[config.mk]
export PLATFORM = sky130hd
export DESIGN_NAME = dma_priority_arbiter_flat
export DESIGN_NICKNAME = d
export VERILOG_FILES = /design/src/rtl/dma_arb_if.sv /design/src/rtl/dma_priority_arbiter.sv /design/src/flat_wrapper.sv
export SDC_FILE = /design/constraint.sdc
export NUM_CORES = 1
export LEC_CHECK = 0
export CAP_MARGIN = 10
export CORE_ASPECT_RATIO = 1.75
export CORE_MARGIN = 4
export CORE_UTILIZATION = 30
export DETAILED_ROUTE_END_ITERATION = 10
export PLACE_DENSITY_LB_ADDON = 0.25
export SYNTH_ARGS = -nofsm -noshare
export SYNTH_HDL_FRONTEND = slang
export SYNTH_SLANG_ARGS = --single-unit
[constraint.sdc]
create_clock -name CLK -period 4.7 [get_ports CLK]
set_input_delay 1.41 -clock CLK [delete_from_list [all_inputs] [get_ports CLK]]
set_output_delay 1.41 -clock CLK [all_outputs]
set_load 0.05 [all_outputs]
[src/rtl/dma_arb_if.sv]
// Bus-hold handshake and grant bundle between the DMA channel arbiter and
// the transfer-timing FSM / CPU hold logic.
//   hrq         hold request to the CPU
//   hlda        hold acknowledge from the CPU
//   serviceDone one-cycle pulse: the granted channel's service is complete
//   validDack   one-hot active-high grant (VALID_DACKn)
//   dack        DACK pins, polarity already applied
//   grantValid  OR of validDack
//   grantCh     encoded granted channel (meaningful only when grantValid)
//   topCh       current highest-priority channel
interface dma_arb_if;
  logic       hrq;
  logic       hlda;
  logic       serviceDone;
  logic [3:0] validDack;
  logic [3:0] dack;
  logic       grantValid;
  logic [1:0] grantCh;
  logic [1:0] topCh;

  // Arbiter side
  modport master (
    output hrq, validDack, dack, grantValid, grantCh, topCh,
    input  hlda, serviceDone
  );

  // FSM / CPU side
  modport slave (
    input  hrq, validDack, dack, grantValid, grantCh, topCh,
    output hlda, serviceDone
  );
endinterface

[src/rtl/dma_priority_arbiter.sv]
// 8237A-style DMA channel request/priority stage. Synchronises DREQ, applies
// polarity, mask and fixed/rotating priority, runs the HRQ/HLDA hold
// handshake and holds a one-hot grant until the timing FSM reports done.
// Ports:
//   CLK, RESET        clock, synchronous active-low reset
//   dreq              raw DREQ3..0 pins
//   dreqActiveLow     1 = DREQ pins active-low
//   dackActiveHigh    1 = DACK pins active-high
//   rotatingPriority  1 = rotating priority, 0 = fixed (ch0 highest)
//   ctrlDisable       1 = no new requests accepted
//   mask              1 = hardware DREQ ignored
//   softReq           software request bits (not masked)
//   bus               handshake / grant bundle (dma_arb_if.master)
module dma_priority_arbiter (
  input  logic             CLK,
  input  logic             RESET,
  input  logic [3:0]       dreq,
  input  logic             dreqActiveLow,
  input  logic             dackActiveHigh,
  input  logic             rotatingPriority,
  input  logic             ctrlDisable,
  input  logic [3:0]       mask,
  input  logic [3:0]       softReq,
  dma_arb_if.master        bus
);

  localparam int unsigned NUM_CH = 4;
  localparam int unsigned CH_W   = 2;

  typedef enum logic [1:0] {
    ST_IDLE  = 2'd0,
    ST_REQ   = 2'd1,
    ST_GRANT = 2'd2
  } state_e;

  state_e              state_q, state_d;
  logic [NUM_CH-1:0]   reqSync_q, reqSync_d;
  logic                hrq_q, hrq_d;
  logic [NUM_CH-1:0]   validDack_q, validDack_d;
  logic                grantValid_q, grantValid_d;
  logic [CH_W-1:0]     grantCh_q, grantCh_d;
  logic [CH_W-1:0]     topCh_q, topCh_d;

  logic [NUM_CH-1:0]   pending;
  logic [CH_W-1:0]     top_eff;
  logic [CH_W-1:0]     sel_ch;
  logic                sel_found;
  logic [CH_W-1:0]     idx;

  // Hardware requests are masked; software requests bypass the mask
  assign reqSync_d = dreq ^ {NUM_CH{dreqActiveLow}};
  assign pending   = (reqSync_q & ~mask) | softReq;

  // Fixed mode always searches from ch0, even in the cycle before topCh
  // itself has been forced back to 0
  assign top_eff = rotatingPriority ? topCh_q : '0;

  // Highest-priority pending channel, searching topCh, topCh+1, ... mod 4
  always_comb begin
    sel_ch    = '0;
    sel_found = 1'b0;
    idx       = '0;
    for (int unsigned i = 0; i < NUM_CH; i++) begin
      idx = top_eff + CH_W'(i);
      if (!sel_found && pending[idx]) begin
        sel_ch    = idx;
        sel_found = 1'b1;
      end
    end
  end

  // Next-state and registered-output logic
  always_comb begin
    state_d      = state_q;
    hrq_d        = hrq_q;
    validDack_d  = validDack_q;
    grantValid_d = grantValid_q;
    grantCh_d    = grantCh_q;
    topCh_d      = topCh_q;

    unique case (state_q)
      ST_IDLE: begin
        hrq_d        = 1'b0;
        validDack_d  = '0;
        grantValid_d = 1'b0;
        if ((|pending) && !ctrlDisable) begin
          state_d = ST_REQ;
          hrq_d   = 1'b1;
        end
      end

      ST_REQ: begin
        if (ctrlDisable || !(|pending)) begin
          state_d = ST_IDLE;
          hrq_d   = 1'b0;
        end else if (bus.hlda) begin
          state_d      = ST_GRANT;
          validDack_d  = NUM_CH'(1) << sel_ch;
          grantValid_d = 1'b1;
          grantCh_d    = sel_ch;
        end
      end

      ST_GRANT: begin
        // serviceDone wins over a simultaneous hlda drop
        if (bus.serviceDone || !bus.hlda) begin
          state_d      = ST_IDLE;
          hrq_d        = 1'b0;
          validDack_d  = '0;
          grantValid_d = 1'b0;
          grantCh_d    = '0;
          if (bus.serviceDone && rotatingPriority) begin
            topCh_d = grantCh_q + CH_W'(1);
          end
        end
      end

      default: begin
        state_d      = ST_IDLE;
        hrq_d        = 1'b0;
        validDack_d  = '0;
        grantValid_d = 1'b0;
        grantCh_d    = '0;
      end
    endcase

    if (!rotatingPriority) begin
      topCh_d = '0;
    end
  end

  // State and output registers, synchronous active-low reset
  always_ff @(posedge CLK) begin
    if (!RESET) begin
      state_q      <= ST_IDLE;
      reqSync_q    <= '0;
      hrq_q        <= 1'b0;
      validDack_q  <= '0;
      grantValid_q <= 1'b0;
      grantCh_q    <= '0;
      topCh_q      <= '0;
    end else begin
      state_q      <= state_d;
      reqSync_q    <= reqSync_d;
      hrq_q        <= hrq_d;
      validDack_q  <= validDack_d;
      grantValid_q <= grantValid_d;
      grantCh_q    <= grantCh_d;
      topCh_q      <= topCh_d;
    end
  end

  assign bus.hrq        = hrq_q;
  assign bus.validDack  = validDack_q;
  assign bus.grantValid = grantValid_q;
  assign bus.grantCh    = grantCh_q;
  assign bus.topCh      = topCh_q;
  // Pin polarity applied after the grant register
  assign bus.dack       = dackActiveHigh ? validDack_q : ~validDack_q;

endmodule

[src/flat_wrapper.sv]
// flat-port wrapper written by rule: the top's interface ports become plain ports
module dma_priority_arbiter_flat 
  (CLK, RESET, dreq, dreqActiveLow, dackActiveHigh, rotatingPriority, ctrlDisable, mask, softReq, bus_hrq, bus_validDack, bus_dack, bus_grantValid, bus_grantCh, bus_topCh, bus_hlda, bus_serviceDone);
  dma_arb_if bus_i ();
  input  logic CLK;
  input  logic RESET;
  input  logic [3:0] dreq;
  input  logic dreqActiveLow;
  input  logic dackActiveHigh;
  input  logic rotatingPriority;
  input  logic ctrlDisable;
  input  logic [3:0] mask;
  input  logic [3:0] softReq;
  output wire logic [$bits(bus_i.hrq)-1:0] bus_hrq;
  output wire logic [$bits(bus_i.validDack)-1:0] bus_validDack;
  output wire logic [$bits(bus_i.dack)-1:0] bus_dack;
  output wire logic [$bits(bus_i.grantValid)-1:0] bus_grantValid;
  output wire logic [$bits(bus_i.grantCh)-1:0] bus_grantCh;
  output wire logic [$bits(bus_i.topCh)-1:0] bus_topCh;
  input wire logic [$bits(bus_i.hlda)-1:0] bus_hlda;
  input wire logic [$bits(bus_i.serviceDone)-1:0] bus_serviceDone;
  assign bus_hrq = bus_i.hrq;
  assign bus_validDack = bus_i.validDack;
  assign bus_dack = bus_i.dack;
  assign bus_grantValid = bus_i.grantValid;
  assign bus_grantCh = bus_i.grantCh;
  assign bus_topCh = bus_i.topCh;
  assign bus_i.hlda = bus_hlda;
  assign bus_i.serviceDone = bus_serviceDone;
  dma_priority_arbiter u_core (.CLK(CLK), .RESET(RESET), .dreq(dreq), .dreqActiveLow(dreqActiveLow), .dackActiveHigh(dackActiveHigh), .rotatingPriority(rotatingPriority), .ctrlDisable(ctrlDisable), .mask(mask), .softReq(softReq), .bus(bus_i));
endmodule
# Word-level counts from Yosys, hierarchy flattened
# Index checks and enable logic that the tools add are counted.
[op_classes] eq_ne=8 muxes=36 n_lt_le_gt_ge=4 n_shift=1 addsub=4 bitwise_logic=6 reduce_logical=21
[op_table] cell="$mux W2" count=11
[op_table] cell="$mux W4" count=4
[op_table] cell="$lt A2 B3 Y1 const B" count=4
[op_table] cell="$mux W1" count=12
[op_table] cell="$pmux W2 S3" count=2
[op_table] cell="$reduce_and A3 Y1" count=3
[op_table] cell="$bmux W1 S2" count=4
[op_table] cell="$not A4 Y4" count=2
[op_table] cell="$pmux W4 S2" count=1
[op_table] cell="$logic_not A1 Y1" count=6
[op_table] cell="$ne A2 B1 Y1 const B" count=3
[op_table] cell="$logic_and A1 B1 Y1" count=5
[op_table] cell="$add A2 B1 Y2 const B" count=2
[op_table] cell="$add A2 B2 Y2 const B" count=2
[op_table] cell="$and A4 B4 Y4" count=1
[op_table] cell="$ne A2 B2 Y1 const B" count=2
[op_table] cell="$or A4 B4 Y4" count=1
[op_table] cell="$reduce_and A2 Y1" count=2
[op_table] cell="$reduce_and A4 Y1" count=1
[op_table] cell="$reduce_or A4 Y1" count=1
[op_table] cell="$shl A1 B2 Y4 const A" count=1
[op_table] cell="$xor A4 B4 Y4" count=1
[op_table] cell="$ne A3 B2 Y1 const B" count=1
[op_table] cell="$pmux W1 S3" count=1
[op_table] cell="6 further kinds" count=7
[totals] wordCells=87 reg_bits=16 output_inout_bits=14 inputBits=20

# Depth between registers and ports, before layout
# Gate-level depths: netlist (run 1).
[depth] word_depth=19 ltp_mapped=7 depth_no_buf=6

# Worst setup path after synthesis (run 1)
# No wires, ideal clock.
[synth_path] path_type="in2out" start="input port dackActiveHigh" end="output port bus_dack[0]" arrival_time_ns=2.400 path_slack_ns=0.890 cell_stages=2 n_path_buf=1 t_required_ns=3.290 path_cell_list="clkbuf_1 -> xnor2_1"
[synth_via] elab_chain_len=1
[synth_lines] item="start: declaration" line_no="flat_wrapper.sv:9" text="input logic dackActiveHigh;"
[synth_lines] item="$mux W4" line_no="dma_priority_arbiter.sv:159" text="assign bus.dack = dackActiveHigh ? validDack_q : ~validDack_q;"
[synth_lines] item="end: declaration" line_no="flat_wrapper.sv:16" text="output wire logic [$bits(bus_i.dack)-1:0] bus_dack;"
# No other way between the ends.

# Worst setup path in the final report (run 1)
# Same ends and word-level chain as after synthesis.

==> results of run 1 <==
[cell type report]
class,count,area [µm²]
multi-input cells,112,787
well taps,46,57.6
fillers,402,2150
inverters,2,7.51
clock buffers,4,55.1
repair buffers,33,320
flip-flops and latches,16,320
[worst register-to-register path: cells and delay by family, from the launching register on]
kind                      cells  cell delay, ps
AOI/OAI and AO/OA             3             970
DFF                           1             560
xor gates and xnor gates      1             260
muxes                         1             190
and+or+nand+nor               1             180
[worst min-delay path by stage]
stage               slack (ps)                      end  cells past startpoint               startpoint
floorplan                  610    u_core.bus.grantCh[0]                      3        u_core.state_q[0]
detailed placement         480    u_core.bus.grantCh[1]                      2    u_core.bus.grantCh[1]
global route               520  u_core.bus.validDack[0]                      2  u_core.bus.validDack[0]
finish                     490  u_core.bus.validDack[0]                      2  u_core.bus.validDack[0]
CTS                        500    u_core.bus.grantCh[1]                      2    u_core.bus.grantCh[1]
global placement           490  u_core.bus.validDack[0]                      2  u_core.bus.validDack[0]
[placed cells by master (no fill, tap or decap), types with 2 or more instances in the layout]
| cell | synthesis | layout |
|---|---|---|
| sky130_fd_sc_hd__clkdlybuf4s50_1 | 0 | 29 |
| sky130_fd_sc_hd__dfxtp_1 | 16 | 16 |
| sky130_fd_sc_hd__nand2_1 | 13 | 13 |
| sky130_fd_sc_hd__nor2_1 | 11 | 11 |
| sky130_fd_sc_hd__o21ai_0 | 7 | 7 |
| sky130_fd_sc_hd__and2_1 | 6 | 6 |
| sky130_fd_sc_hd__xnor2_1 | 5 | 5 |
| sky130_fd_sc_hd__xor2_1 | 5 | 5 |
| sky130_fd_sc_hd__nor3_1 | 4 | 4 |
| sky130_fd_sc_hd__a211oi_1 | 4 | 4 |
| sky130_fd_sc_hd__a21oi_1 | 4 | 4 |
| sky130_fd_sc_hd__clkbuf_8 | 1 | 4 |
| sky130_fd_sc_hd__buf_4 | 0 | 4 |
| sky130_fd_sc_hd__mux2i_1 | 3 | 3 |
| sky130_fd_sc_hd__o31a_1 | 2 | 2 |
| sky130_fd_sc_hd__or2_1 | 2 | 2 |
| sky130_fd_sc_hd__nor3b_1 | 2 | 2 |
| sky130_fd_sc_hd__o21bai_1 | 2 | 2 |
| sky130_fd_sc_hd__o32ai_1 | 2 | 2 |
| sky130_fd_sc_hd__inv_1 | 2 | 2 |
| sky130_fd_sc_hd__a311oi_1 | 2 | 2 |
| sky130_fd_sc_hd__or2_2 | 2 | 2 |
| sky130_fd_sc_hd__o211ai_1 | 2 | 2 |
| sky130_fd_sc_hd__nand3_1 | 2 | 2 |
| sky130_fd_sc_hd__o31ai_1 | 2 | 2 |
[cell families after synthesis]
family	Yosys count	share of synthesized area (%)
AOI/OAI and AO/OA	40	28.0
buffers and inverters	9	5.75
muxes	3	2.56
xor gates and xnor gates	10	7.45
DFF	16	27.3
and+or+nand+nor	59	29.0
[report_power, final]
| part | internal, mW | switching, mW |
|---|---|---|
| combinational | 0.0370 | 0.0460 |
| sequential | 0.140 | 0.00383 |
| clock | 0.0742 | 0.0469 |
| total | 0.252 | 0.0967 |
[flip-flops by register name, indices dropped and copies added (netlist names)]
name                   flops
u_core.state_q             2
u_core.reqSync_q           4
u_core.bus.hrq             1
u_core.bus.validDack       4
u_core.bus.grantCh         2
u_core.bus.topCh           2
u_core.bus.grantValid      1
[metal layers]
layer	vias to the layer above	track usage, %	wire length (µm)
li1	566	-	-
met1	525	12.0	1060
met2	39	23.5	1590
met3	8	1.57	119
met4	0	6.49	76
met5	-	0	0
[per-stage QoR]
step / util, % / cell area (µm²) / cells / hold WS (ps)
finish: 41.8 / 1550 / 213 / 493
global route: 41.8 / 1550 / 213 / 517
CTS: 41.8 / 1550 / 213 / 496
detailed placement: 40.3 / 1490 / 209 / 484
global placement: 40.3 / 1490 / 209 / 485
floorplan: - / 1170 / 137 / 607
==> impl_metrics.env, run 1 <==
export IMPL_synth_area_leader_cell="sky130_fd_sc_hd__dfxtp_1"
export IMPL_cts_repair_timing_setup_buffer_count=0
export IMPL_htree_num_levels=1
export IMPL_root_buffer="sky130_fd_sc_hd__clkbuf_8"
export IMPL_synth_cell_area_mm2=0.00117
export IMPL_worstSetupEndpointType="primary output"
export IMPL_final_min_clock_period_ps=3770
export IMPL_relSlewSlack_pct=50.3
export IMPL_ys_seq_area_share_pct=27.3
export IMPL_hold_buffers=0
export IMPL_postSynthNetCount=157
export IMPL_syn_inst=137
export IMPL_syn_to_final_growth_pct=31.7
export IMPL_number_of_max_cap_violations=0
export IMPL_rows=29
export IMPL_drc_errors=0
export IMPL_design_core_area_mm2=0.00370
export IMPL_synth_top_cells_by_count="sky130_fd_sc_hd__dfxtp_1, sky130_fd_sc_hd__nand2_1, sky130_fd_sc_hd__nor2_1"
export IMPL_first_pass_grt_wire_length_um=5110
export IMPL_grt_overflow_total=0
export IMPL_timing_setup_tns_ps=0
export IMPL_cts_buffers_inserted=3
export IMPL_routed_wl_um=2850
export IMPL_outcome="finished clean"
export IMPL_detailedRoute_firstPassIterationCount=4
export IMPL_synth_enable_flop_cells=0
export IMPL_postLayoutSetupSlackWorst_ps=930
export IMPL_reg2reg_setup_slack_ps=2440
export IMPL_critPathKind="in -> out"
export IMPL_worst_path_max_fanout=4
export IMPL_drtAntennaViolNets=0
export IMPL_start_point_of_the_critical_path="dackActiveHigh"
export IMPL_slew_violations=0
export IMPL_timing_final_setup_violations=0
export IMPL_max_clock_path_buffers=2
export IMPL_floorplan_die_area_mm2=0.00502
export IMPL_r2r_end="u_core.bus.validDack[2]"
export IMPL_cp_data_required_time_ps=3290
export IMPL_synth_top_cell_area_share_pct=27.3
export IMPL_most_frequent_cell_after_synthesis="sky130_fd_sc_hd__dfxtp_1"
export IMPL_clk_latency_ps=250
export IMPL_hold_path_class="reg -> reg"
export IMPL_timing_fmax_mhz=265
export IMPL_standby_leakage_power_nw=0.527
export IMPL_power_ir_vdd_worst_mv=0.209
export IMPL_gp_congestion=0.852
export IMPL_cpLargestDelayFamily="buffers and inverters"
export IMPL_fin_nets=188
export IMPL_ys_warn_count=0
export IMPL_ys_flop_type="sky130_fd_sc_hd__dfxtp_1"
export IMPL_antenna_cells=0
export IMPL_tritoncts_num_sinks=16
export IMPL_vias_in_the_first_global_route=1171
export IMPL_max_stage_delay_ps=580
export IMPL_reg2reg_from="u_core.bus.topCh[1]"
export IMPL_placement_setup_worst_slack_ps=925
export IMPL_period_utilization_pct=80.2
export IMPL_dp_final_hpwl_um=2340
export IMPL_die_x_um=55.3
export IMPL_power_density_cell_area_mw_per_mm2=225
export IMPL_boundaryPins=34
export IMPL_number_of_antenna_violations_at_the_first_check_in_global_routing=0
export IMPL_num_vias=1138
export IMPL_timing_critical_path_slowest_stage_cell="sky130_fd_sc_hd__clkdlybuf4s50_1"
export IMPL_chipHeight_um=90.8
export IMPL_grtUsageTotal_pct=12.2
export IMPL_input_output_buffers=33
export IMPL_timing_critical_path_cells="clkdlybuf4s50_1, xnor2_1, buf_4"
export IMPL_cp_arrival_ps=2360
export IMPL_grt_setup_unrepaired="false"
export IMPL_drt_vias_per_instance=5.34
export IMPL_cts_reportedPaths_clkPinSlew_ps=70
export IMPL_async_reset_ff_share_pct=0
export IMPL_number_of_instances_resized_during_post_cts_repair=0
export IMPL_finClkSkew_ps=4.93
export IMPL_ys_ff_latch=16
export IMPL_post_synth_main_area_contributors="sky130_fd_sc_hd__dfxtp_1, sky130_fd_sc_hd__nand2_1, sky130_fd_sc_hd__xnor2_1"
export IMPL_avgRoutedWirePerCell_um=13.4
export IMPL_tightestPinTransition_ps=741
export IMPL_final_layout_size_suffix_gt1_share_pct=14.4
export IMPL_worstSetupEndpoint="bus_dack[0]"
export IMPL_reg2regPathDepth=6
export IMPL_tritoncts="yes"
export IMPL_initial_utilization_pct=31.7
export IMPL_crit_buf_inv=2
export IMPL_synth_cell_type_count=56
export IMPL_postSynthAreaPerCell_um2=8.58
export IMPL_critical_path_cell_count=3
export IMPL_total_power_mw=0.348
export IMPL_detail_route_iter0_violations=50
export IMPL_finalHoldViolations=0
export IMPL_grt_max_degree=16
export IMPL_cp_startpoint_kind="input port"
Power figures use the tool's default switching activity.
==> run 2: changes to the inputs <==
Clock period 4.7 ns to 3.2 ns, I/O delays scaled along.
==> run 2 against run 1 <==
Flip-flop and latch count did not move. Clock skew rose by 5.6 ps. Hold slack improved by 6.1 ps. First-iteration DRC count rose by 22%. Largest cell class unchanged. Die area did not move. Final area rose by 6.1%.
==> impl_metrics.env, run 2 (synthesis results as in run 1) <==
export IMPL_outcome="finished clean"
export IMPL_finClkSkew_ps=10.6
export IMPL_tritoncts_num_sinks=16
export IMPL_hold_path_class="reg -> reg"
export IMPL_detailedRoute_firstPassIterationCount=4
export IMPL_power_ir_vdd_worst_mv=0.354
export IMPL_tightestPinTransition_ps=684
export IMPL_input_output_buffers=33
export IMPL_final_min_clock_period_ps=2910
export IMPL_use_met2_pct=23.9
export IMPL_cts_reportedPaths_clkPinSlew_ps=70
export IMPL_grt_overflow_total=0
export IMPL_timing_final_setup_violations=0
export IMPL_cp_startpoint_kind="input port"
export IMPL_htree_num_levels=1
export IMPL_rows=29
export IMPL_final_area_mm2=0.00164
export IMPL_antenna_cells=0
export IMPL_most_utilized_layer_in_the_global_route_result="met2"
export IMPL_grt_setup_unrepaired="false"
export IMPL_hold_buffers=0
export IMPL_grtUsageTotal_pct=12.7
export IMPL_gp_congestion=0.823
export IMPL_global_route_usage_met1_pct=12.4
export IMPL_finalHoldViolations=0
export IMPL_hold_worst_slack_ps=499
export IMPL_drtAntennaViolNets=0
export IMPL_root_buffer="sky130_fd_sc_hd__clkbuf_8"
export IMPL_floorplan_die_area_mm2=0.00502
export IMPL_grt_met3_usage_pct=2.58
export IMPL_final_cell_mix="sky130_fd_sc_hd__clkdlybuf4s50_1, sky130_fd_sc_hd__dfxtp_1, sky130_fd_sc_hd__nand2_1"
export IMPL_worstSetupEndpointType="primary output"
export IMPL_design_core_area_mm2=0.00370
export IMPL_number_of_max_cap_violations=0
export IMPL_first_pass_grt_wire_length_um=5290
export IMPL_cts_repair_timing_setup_buffer_count=0
export IMPL_layout_commonest_cell="sky130_fd_sc_hd__clkdlybuf4s50_1"
export IMPL_final_core_utilization_pct=44.4
export IMPL_final_layout_size_suffix_gt1_share_pct=17.3
export IMPL_num_vias=1194
export IMPL_standby_leakage_power_nw=0.574
export IMPL_clk_latency_ps=250
export IMPL_worst_path_max_fanout=4
export IMPL_timing_setup_tns_ps=0
export IMPL_detail_route_iter0_violations=61
export IMPL_number_of_instances_resized_during_post_cts_repair=0
export IMPL_period_utilization_pct=90.8
export IMPL_placement_setup_worst_slack_ps=89.5
export IMPL_vias_in_the_first_global_route=1230
export IMPL_initial_utilization_pct=31.7
export IMPL_routed_wl_um=3090
export IMPL_die_x_um=55.3
export IMPL_boundaryPins=34
export IMPL_cts_buffers_inserted=3
export IMPL_number_of_antenna_violations_at_the_first_check_in_global_routing=0
export IMPL_cp_arrival_ps=1950
export IMPL_slew_violations=0
export IMPL_syn_to_final_growth_pct=39.8
export IMPL_tritoncts="yes"
export IMPL_chipHeight_um=90.8
export IMPL_critPathKind="in -> out"
export IMPL_drt_vias_per_instance=5.45
export IMPL_placed_area_mm2=0.00159
export IMPL_timing_fmax_mhz=344
export IMPL_grt_max_degree=16
export IMPL_dp_final_hpwl_um=2510
export IMPL_relSlewSlack_pct=54.1
export IMPL_max_clock_path_buffers=2
export IMPL_postLayoutSetupSlackWorst_ps=294
export IMPL_cp_data_required_time_ps=2240
export IMPL_avgRoutedWirePerCell_um=14.1
export IMPL_fin_nets=194
export IMPL_power_density_cell_area_mw_per_mm2=320
export IMPL_drc_errors=0
run 2: cell count changes in the layout (fill, tap and decap cells not counted), sizes merged:
cell and delta:
buf +6
run 2: path summary, 6_finish.rpt:
check | startpoint | endpoint | slack, ps | cells after the start
setup / recovery | dackActiveHigh | bus_dack[1] | 290 | 3
hold / removal | u_core.bus.validDack[0] | u_core.bus.validDack[0] | 500 | 2
hold reg to reg | u_core.bus.validDack[0] | u_core.bus.validDack[0] | 500 | 2
setup reg to reg | u_core.bus.topCh[1] | u_core.bus.validDack[3] | 1000 | 6
run 2: cell type report:
cell class                 count  area [µm²]
sequential                    16         320
multi-input combinational    112         787
clock buffer                   4        55.1
timing repair buffer          39         415
tap                           46        57.6
fill                         378        2060
inverter                       2        7.51
run 2: through the flow:
step | instances | total power [mW]
floorplan | 137 | 0.292
global placement | 215 | 0.350
detailed placement | 215 | 0.352
CTS | 219 | 0.529
global route | 219 | 0.552
finish | 219 | 0.525
run 2: report_power, final:
group / internal (mW) / total, mW / switching [mW]
clock: 0.109 / 0.177 / 0.0680
sequential: 0.206 / 0.212 / 0.00594
combinational: 0.0656 / 0.136 / 0.0704
total: 0.381 / 0.525 / 0.144
run 2: worst max-delay path: stages:
cell	delay, ps
sky130_fd_sc_hd__clkdlybuf4s50_1	510
sky130_fd_sc_hd__xnor2_1	290
sky130_fd_sc_hd__buf_12	180
run 2: per-layer routing:
metal  wire length [µm]  vias to the layer above
met2               1690                       46
met5                  0                        -
li1                   -                      576
met3                135                       16
met1               1170                      556
met4                 89                        0
==> run 3: changes to the inputs <==
Settings changed: REMOVE_ABC_BUFFERS from default to 1.
==> run 3 against run 2 <==
Hold slack gained 3.0 ps. Cell count is the same. Highest routed layer unchanged. Fmax grew 0.16%. Via count shrank 3.9%. Critical path type unchanged. Wire length grew 1.6%.
==> impl_metrics.env, run 3 (synthesis results as in run 1) <==
export IMPL_design_core_area_mm2=0.00370
export IMPL_antenna_cells=0
export IMPL_avgRoutedWirePerCell_um=14.3
export IMPL_worstSetupEndpointType="primary output"
export IMPL_grtUsageTotal_pct=12.6
export IMPL_first_pass_grt_wire_length_um=5240
export IMPL_hold_path_class="reg -> reg"
export IMPL_chipHeight_um=90.8
export IMPL_routed_wl_um=3140
export IMPL_final_area_mm2=0.00164
export IMPL_max_stage_delay_ps=510
export IMPL_cp_startpoint_kind="input port"
export IMPL_finClkSkew_ps=4.71
export IMPL_post_place_cells=215
export IMPL_grt_max_degree=16
export IMPL_hold_buffers=0
export IMPL_die_x_um=55.3
export IMPL_gp_congestion=0.816
export IMPL_standby_leakage_power_nw=0.574
export IMPL_num_fill_cells=394
export IMPL_timing_fmax_mhz=345
export IMPL_initial_utilization_pct=31.7
export IMPL_drt_vias_per_instance=5.24
export IMPL_drtAntennaViolNets=0
export IMPL_timing_critical_path_cells="clkdlybuf4s50_1, xnor2_1, buf_12"
export IMPL_finalHoldViolations=0
export IMPL_postLayoutSetupSlackWorst_ps=298
export IMPL_layout_commonest_cell="sky130_fd_sc_hd__clkdlybuf4s50_1"
export IMPL_root_buffer="sky130_fd_sc_hd__clkbuf_8"
export IMPL_vias_in_the_first_global_route=1169
export IMPL_rows=29
export IMPL_tritoncts="yes"
export IMPL_max_clock_path_buffers=2
export IMPL_number_of_instances_resized_during_post_cts_repair=0
export IMPL_period_utilization_pct=90.7
export IMPL_number_of_max_cap_violations=0
export IMPL_floorplan_die_area_mm2=0.00502
export IMPL_detail_route_iter0_violations=15
export IMPL_power_density_cell_area_mw_per_mm2=320
export IMPL_seq_area_um2=320
export IMPL_tritoncts_num_sinks=16
export IMPL_cp_arrival_ps=1940
export IMPL_final_layout_size_suffix_gt1_share_pct=17.3
export IMPL_placed_area_mm2=0.00159
export IMPL_worst_path_max_fanout=4
export IMPL_grt_overflow_total=0
export IMPL_timing_final_setup_violations=0
export IMPL_worstHoldStart="u_core.bus.validDack[0]"
export IMPL_boundaryPins=34
export IMPL_input_output_buffers=33
export IMPL_cts_reportedPaths_clkPinSlew_ps=60
export IMPL_slew_violations=0
export IMPL_cts_buffers_inserted=3
export IMPL_final_cell_mix="sky130_fd_sc_hd__clkdlybuf4s50_1, sky130_fd_sc_hd__dfxtp_1, sky130_fd_sc_hd__nand2_1"
export IMPL_placement_setup_worst_slack_ps=65.4
export IMPL_power_ir_vdd_worst_mv=0.359
export IMPL_htree_num_levels=1
export IMPL_num_vias=1148
export IMPL_grt_setup_unrepaired="false"
export IMPL_total_power_mw=0.526
export IMPL_cts_repair_timing_setup_buffer_count=0
export IMPL_dp_final_hpwl_um=2570
export IMPL_start_point_of_the_critical_path="dackActiveHigh"
export IMPL_syn_to_final_growth_pct=39.8
export IMPL_timing_critical_path_slowest_stage_cell="sky130_fd_sc_hd__clkdlybuf4s50_1"
export IMPL_relSlewSlack_pct=57.4
export IMPL_timing_setup_tns_ps=0
export IMPL_cp_data_required_time_ps=2240
export IMPL_outcome="finished clean"
export IMPL_detailedRoute_firstPassIterationCount=4
export IMPL_clk_latency_ps=250
export IMPL_number_of_antenna_violations_at_the_first_check_in_global_routing=0
export IMPL_reg2reg_from="u_core.bus.topCh[1]"
export IMPL_critPathKind="in -> out"
export IMPL_drc_errors=0
export IMPL_fin_nets=194
export IMPL_finish_cell_count_without_fillers=219
export IMPL_multiInputGateArea_um2=787
export IMPL_tightestPinTransition_ps=635
export IMPL_final_min_clock_period_ps=2900
-- run 3: cell counts in the layout (fill, tap and decap cells not counted) --
Identical to the previous run, type by type.
-- run 3: final timing paths --
path,slack (ps),end,cells after the start
hold / removal,500,u_core.bus.validDack[0],2
setup reg to reg,1010,u_core.bus.validDack[3],6
setup / recovery,300,bus_dack[2],3
hold reg to reg,500,u_core.bus.validDack[0],2
-- run 3: power breakdown --
part	internal (mW)	total (mW)	switching [mW]
combinational	0.0656	0.137	0.0711
clock	0.109	0.177	0.0684
sequential	0.206	0.212	0.00571
total	0.381	0.526	0.145
-- run 3: critical path: cells and delay by family --
| family | cells | cell delay, ps |
|---|---|---|
| buffers and inverters | 2 | 690 |
| xor gates and xnor gates | 1 | 290 |
-- run 3: layout make-up --
| cell class | instances | area share, % |
|---|---|---|
| multi-input combinational | 112 | 47.9 |
| timing repair buffer | 39 | 25.3 |
| sequential | 16 | 19.5 |
| tap | 46 | 3.50 |
| clock buffer | 4 | 3.35 |
| inverter | 2 | 0.457 |
-- run 3: layer usage --
metal / up-vias / wire (µm) / GRT usage [%]
met3: 6 / 132 / 2.15
met4: 0 / 61 / 5.48
met1: 534 / 1200 / 12.9
met2: 30 / 1740 / 24.2
met5: - / 0 / 0
li1: 578 / - / -
-- run 3: metrics by stage --
stage	util (%)	hold slack (ps)
3_5_place_dp	42.9	484
6_report	44.4	502
3_3_place_gp	42.9	497
5_1_grt	44.4	536
4_1_cts	44.4	505
2_1_floorplan	-	577
